**src/rtl/vend_ctrl.sv**
```systemverilog
// Vending machine controller: coin credit accumulation, product vend handshake,
// and one-coin-per-handshake change return using 10/5/1 denominations.
module vend_ctrl #(
   parameter int CREDIT_W   = 8,
   parameter int N_ITEMS    = 4,
   parameter int IDX_W      = 2,
   parameter int PRICE_BASE = 5,
   parameter int PRICE_STEP = 5,
   parameter int MAX_CREDIT = 99
) (
   input  logic                clk,
   input  logic                rst,
   input  logic                coin1,
   input  logic                coin5,
   input  logic                coin10,
   input  logic                sel_valid,
   input  logic [IDX_W-1:0]    sel_idx,
   input  logic                cancel,
   output logic                vend_valid,
   output logic [IDX_W-1:0]    vend_idx,
   input  logic                vend_ready,
   output logic                chg_valid,
   output logic [1:0]          chg_coin,
   input  logic                chg_ready,
   output logic [CREDIT_W-1:0] credit,
   output logic                coin_rej,
   output logic                sel_deny
);

   localparam int AW = CREDIT_W + 1;

   typedef enum logic [1:0] {
      IDLE   = 2'd0,
      VEND   = 2'd1,
      CHANGE = 2'd2
   } state_t;

   state_t              state_r, state_s;
   logic [CREDIT_W-1:0] credit_r, credit_s;
   logic [IDX_W-1:0]    vend_idx_r, vend_idx_s;
   logic                vend_valid_r, chg_valid_r;
   logic [1:0]          chg_coin_r;
   logic                coin_rej_r, coin_rej_s;
   logic                sel_deny_r, sel_deny_s;
   logic [AW-1:0]       credit_ext_s, sum_s, coined_s, price_s, paid_s;
   logic                any_coin_s;

   function automatic logic [AW-1:0] price_of(input logic [IDX_W-1:0] idx);
      price_of = AW'(PRICE_BASE) + AW'(idx) * AW'(PRICE_STEP);
   endfunction

   // Largest denomination not exceeding the remaining credit.
   function automatic logic [1:0] coin_code(input logic [AW-1:0] c);
      if (c >= AW'(10)) begin
         coin_code = 2'd2;
      end else if (c >= AW'(5)) begin
         coin_code = 2'd1;
      end else begin
         coin_code = 2'd0;
      end
   endfunction

   function automatic logic [AW-1:0] coin_value(input logic [1:0] code);
      case (code)
         2'd2:    coin_value = AW'(10);
         2'd1:    coin_value = AW'(5);
         default: coin_value = AW'(1);
      endcase
   endfunction

   // Next-state, credit update and pulse generation.
   always_comb begin
      state_s      = state_r;
      credit_s     = credit_r;
      vend_idx_s   = vend_idx_r;
      coin_rej_s   = 1'b0;
      sel_deny_s   = 1'b0;
      credit_ext_s = {1'b0, credit_r};
      any_coin_s   = coin1 | coin5 | coin10;
      sum_s        = (coin1 ? AW'(1) : AW'(0)) + (coin5 ? AW'(5) : AW'(0))
                   + (coin10 ? AW'(10) : AW'(0));
      coined_s     = credit_ext_s;
      price_s      = price_of(sel_idx);
      paid_s       = credit_ext_s - coin_value(chg_coin_r);
      case (state_r)
         IDLE: begin
            // Coins are judged on pre-edge credit, the selection on post-coin credit.
            if (any_coin_s) begin
               if ((credit_ext_s + sum_s) > AW'(MAX_CREDIT)) begin
                  coin_rej_s = 1'b1;
               end else begin
                  coined_s = credit_ext_s + sum_s;
               end
            end else begin
               coined_s = credit_ext_s;
            end
            credit_s = coined_s[CREDIT_W-1:0];
            if (cancel) begin
               if (coined_s != AW'(0)) begin
                  state_s = CHANGE;
               end else begin
                  state_s = IDLE;
               end
            end else if (sel_valid) begin
               if ((32'(sel_idx) >= 32'(N_ITEMS)) || (coined_s < price_s)) begin
                  sel_deny_s = 1'b1;
               end else begin
                  credit_s   = CREDIT_W'(coined_s - price_s);
                  vend_idx_s = sel_idx;
                  state_s    = VEND;
               end
            end else begin
               state_s = IDLE;
            end
         end
         VEND: begin
            coin_rej_s = any_coin_s;
            if (vend_ready) begin
               if (credit_r != CREDIT_W'(0)) begin
                  state_s = CHANGE;
               end else begin
                  state_s = IDLE;
               end
            end else begin
               state_s = VEND;
            end
         end
         CHANGE: begin
            coin_rej_s = any_coin_s;
            if (chg_ready) begin
               credit_s = paid_s[CREDIT_W-1:0];
               if (paid_s == AW'(0)) begin
                  state_s = IDLE;
               end else begin
                  state_s = CHANGE;
               end
            end else begin
               state_s = CHANGE;
            end
         end
         default: begin
            state_s = IDLE;
         end
      endcase
   end

   // State and registered outputs; handshake outputs are derived from the next state.
   always_ff @(posedge clk) begin
      if (rst) begin
         state_r      <= IDLE;
         credit_r     <= '0;
         vend_idx_r   <= '0;
         vend_valid_r <= 1'b0;
         chg_valid_r  <= 1'b0;
         chg_coin_r   <= 2'd0;
         coin_rej_r   <= 1'b0;
         sel_deny_r   <= 1'b0;
      end else begin
         state_r      <= state_s;
         credit_r     <= credit_s;
         vend_idx_r   <= (state_s == VEND) ? vend_idx_s : '0;
         vend_valid_r <= (state_s == VEND);
         chg_valid_r  <= (state_s == CHANGE);
         chg_coin_r   <= (state_s == CHANGE) ? coin_code({1'b0, credit_s}) : 2'd0;
         coin_rej_r   <= coin_rej_s;
         sel_deny_r   <= sel_deny_s;
      end
   end

   assign vend_valid = vend_valid_r;
   assign vend_idx   = vend_idx_r;
   assign chg_valid  = chg_valid_r;
   assign chg_coin   = chg_coin_r;
   assign credit     = credit_r;
   assign coin_rej   = coin_rej_r;
   assign sel_deny   = sel_deny_r;

endmodule

```
**config.mk**
```make
export PLATFORM = sky130hd
export DESIGN_NAME = vend_ctrl
export DESIGN_NICKNAME = d
export VERILOG_FILES = /design/src/rtl/vend_ctrl.sv
export SDC_FILE = /design/constraint.sdc
export NUM_CORES = 1
export LEC_CHECK = 0
export ABC_AREA = 0
export ABC_CLOCK_PERIOD_IN_PS = 9400
export CAP_MARGIN = 20
export CORE_MARGIN = 1
export CORE_UTILIZATION = 60
export CTS_CLUSTER_SIZE = 28
export DETAILED_ROUTE_END_ITERATION = 7
export DONT_BUFFER_PORTS = 1
export GPL_ROUTABILITY_DRIVEN = 1
export HOLD_SLACK_MARGIN = 0.03
export PLACE_DENSITY = 0.85
export SETUP_SLACK_MARGIN = 0.5
export SLEW_MARGIN = 15
export SYNTH_ARGS = -nofsm -noshare
export SYNTH_HDL_FRONTEND = slang
export SYNTH_SLANG_ARGS = --single-unit
```
**constraint.sdc**
```tcl
create_clock -name clk -period 9.4 [get_ports clk]
set_input_delay 2.35 -clock clk [delete_from_list [all_inputs] [get_ports clk]]
set_output_delay 2.35 -clock clk [all_outputs]
set_load 0.01 [all_outputs]
```
==> flow_metrics.py <==
metrics = {
    "cells_and_area": {
        "area_growth_pct": 1.82,
        "antenna_cells": 0,
        "finish.utilization": 0.645,
        "nets": 297,
        "drive_above_1_share": 0.0608,
    },
    "logic_synthesis": {
        "synthArstFlopShare": 0,
        "synthSimpleGateAreaFrac": 0.229,
        "yosysWarnings": 0,
        "ys_types": 63,
        "synth_xor_area_frac": 0.0535,
        "synthAdderAreaFrac": 0.143,
        "synthesis.area_um2": 2130,
        "synth_area_per_cell_um2": 7.89,
        "synthFlopType": "dfxtp_1",
        "syn_inst": 270,
        "syn-num-nets": 303,
        "synth-seq-cells": 18,
        "synth_compound_area_frac": 0.293,
        "synth_edf_count": 0,
        "ys_seq_area_frac": 0.169,
        "synthMuxAreaShare": 0.0476,
        "synth_top_family_by_area": "compound AO/OA/AOI/OAI gates",
    },
    "power_and_ir_drop": {
        "p_total_w": 0.000818,
        "p_leak_nw": 0.979,
        "irDropWorstVdd_uv": 190,
        "power_density_nw_per_um2": 377,
    },
    "global_routing": {
        "antenna_found_initial": 0,
        "overflow": 0,
        "grt.total_usage": 0.289,
        "grt_pass1_vias": 1825,
        "grt_max_degree": 17,
        "grt_pass1_wl_um": 8120,
    },
    "die": {
        "die_w_um": 61.6,
        "ioPinCount": 27,
        "floorplan.core_area_um2": 3360,
        "initial_core_util": 0.633,
        "num_rows": 21,
        "dieArea_um2": 3790,
        "die_h_um": 61.6,
    },
    "setup_path": {
        "r2r_cells": 18,
        "r2r_slack_ns": 4.31,
        "critPathKind": "in -> reg",
        "critPathMaxFanout": 6,
        "crit_path_start_kind": "input pin",
        "path_cells": "fa_1 > inv_1 > fa_1 > nand2b_1 > o2bb2ai_1 > nand4_2 > a21o_1 > a21oi_1 > mux2i_1 > ha_1 > a21o_1 > a21o_1 > o211ai_1 > a21oi_1 > nor3_1 > a2bb2oi_1 > and3_1 > a21boi_0",
        "r2r-start": "credit[0]",
        "crit_path_top_delay_cell": "fa_1",
        "critPathArrivalTime_ns": 6.83,
        "worst_ep_required_time_ns": 9.61,
        "reg2reg_to": "chg_coin[1]",
        "cp_common_cell": "a21o_1",
        "end_kind": "flip-flop",
        "crit_path_max_incr_delay_ns": 0.46,
    },
    "timing": {
        "worst_pin_slew_ns": 0.647,
        "holdWs_ns": 0.567,
        "setup_tns_ns": 0,
        "slew_headroom": 0.568,
        "fin_crit_sh": 0.705,
        "rsz0062_at_grt": "false",
        "setup_violations": 0,
        "fin_crit_ns": 6.62,
        "clock.fmax_ghz": 0.151,
        "hold_viol_final": 0,
        "fin_ws_ns": 2.78,
        "slew_violations": 0,
        "skew_ns": 0.00958,
    },
    "detailed_routing": {
        "via_per_inst": 6.52,
        "wl_um": 5330,
        "vias": 2014,
        "drtAntennaViolNets": 0,
        "drt_iter0_drc": 135,
        "wl_per_cell_um": 17.3,
        "dr.pass1.iters": 4,
        "drc": 0,
    },
    "clock_network": {
        "root_buffer": "clkbuf_4",
        "numCtsBuffers": 3,
        "cts_setup_buffers": 0,
        "htreeDepth": 1,
        "numClockSinks": 18,
        "postCtsHoldBufs": 0,
        "cts_resized": 0,
        "cts_tree": "done",
        "clk_pin_slew_ns": 0.10,
        "cts_max_path_buffers": 2,
        "clk_latency_ns": 0.30,
    },
    "placed_design": {
        "pre_cts_ws_ns": 2.52,
        "place_hpwl_um": 4240,
        "port_buffers": 0,
        "gp_congestion": 1.01,
    },
    "min_path": {
        "min_path_cells": 2,
        "min_to": "vend_idx[0]",
        "holdCritPathClass": "reg -> reg",
        "hold_start": "vend_idx[0]",
    },
    "run_status": {
        "outcome": "complete, no violations",
    },
    "flow_run": {
        "maxCapViolCount": 0,
    },
}
==> kinds of logic after synthesis <==
logic type      Yosys count
simple gates             89
compound gates           85
buf+inv                  33
fa+ha+maj                22
flops                    18
xor+xnor                 13
mux                      10
==> layout by cell type (no fill, tap or decap), drive strengths merged, types with 6 or more instances in the layout <==
master	count
o21ai	12
nand2b	7
xor2	7
inv	21
ha	18
nor2	22
mux2i	9
xnor2	6
nor2b	11
dfxtp	18
nand2	15
a21o	15
nor3	7
a21oi	16
==> synth_stat cells, types with 2 or more instances <==
library cell	number	area share
o211ai_1	3	0.011
and2_1	5	0.015
fa_1	4	0.038
o21ai_1	4	0.0094
nand3_1	5	0.012
o2bb2ai_1	2	0.0082
a32oi_1	2	0.0082
o211a_1	2	0.0094
a211oi_1	4	0.014
a21oi_1	14	0.033
and3_1	2	0.0059
inv_1	21	0.037
o21ai_0	8	0.019
a21o_1	15	0.053
xnor2_1	6	0.025
xor2_1	7	0.029
o21bai_1	4	0.014
a22o_1	2	0.0082
nand2b_1	7	0.021
nor2b_1	11	0.032
nor2_1	22	0.039
a21oi_2	2	0.0082
clkbuf_1	5	0.0088
buf_2	3	0.0070
a311oi_1	2	0.0082
nor3_1	6	0.014
ha_1	18	0.11
dfxtp_1	18	0.17
o31ai_1	3	0.011
mux2i_1	9	0.042
nand2_1	15	0.026
a31oi_1	3	0.0088
nor3b_1	2	0.0070
clkbuf_2	2	0.0047
nor4_1	4	0.012
==> flip-flops by register name, summed over array words and instances, names as in the netlist <==
name	count
vend_valid	1
chg_valid	1
credit	8
state_r	2
chg_coin	2
sel_deny	1
coin_rej	1
vend_idx	2
==> through the flow <==
stage | cell area (um^2) | instances
CTS | 2170 | 309
finish | 2170 | 309
global route | 2170 | 309
floorplan | 2130 | 270
detailed placement | 2130 | 305
global placement | 2130 | 305
==> worst max-delay path: cells and delay by family <==
kind,cells,cell delay [ns]
simple gates,4,0.82
fa+ha+maj,3,1.00
compound gates,9,2.10
mux,1,0.46
buf+inv,1,0.09
==> where the power goes <==
| group | switching, W | leakage, nW | internal (W) |
|---|---|---|---|
| sequential | 0.0000601 | 0.148 | 0.0000997 |
| clock | 0.0000230 | 0.0210 | 0.0000236 |
| combinational | 0.000357 | 0.810 | 0.000254 |
==> how the worst max path moves through the flow <==
stage          startpoint          end  slack (ns)  cells past startpoint
6_report            coin1  chg_coin[1]        2.78                     18
5_1_grt             coin1  chg_coin[1]        2.46                     18
4_1_cts             coin1  chg_coin[1]        2.83                     18
3_5_place_dp        coin1  chg_coin[1]        2.52                     18
3_3_place_gp        coin1  chg_coin[1]        2.67                     17
2_1_floorplan       coin1  chg_coin[0]        3.14                     18
==> final cells by class <==
type                            instances  area (um^2)
Multi-Input combinational cell        219         1630
Fill cell                             315         1190
Sequential cell                        18          360
Inverter                               22         82.6
Tap cell                               46         57.6
Clock buffer                            4         36.3
==> metal layers <==
layer / part of all wire / global-route usage
met3: 0.075 / 0.0609
met2: 0.46 / 0.484
met5: 0 / 0
met1: 0.44 / 0.377
met4: 0.019 / 0.0730
(Power assumes the default switching activity.)
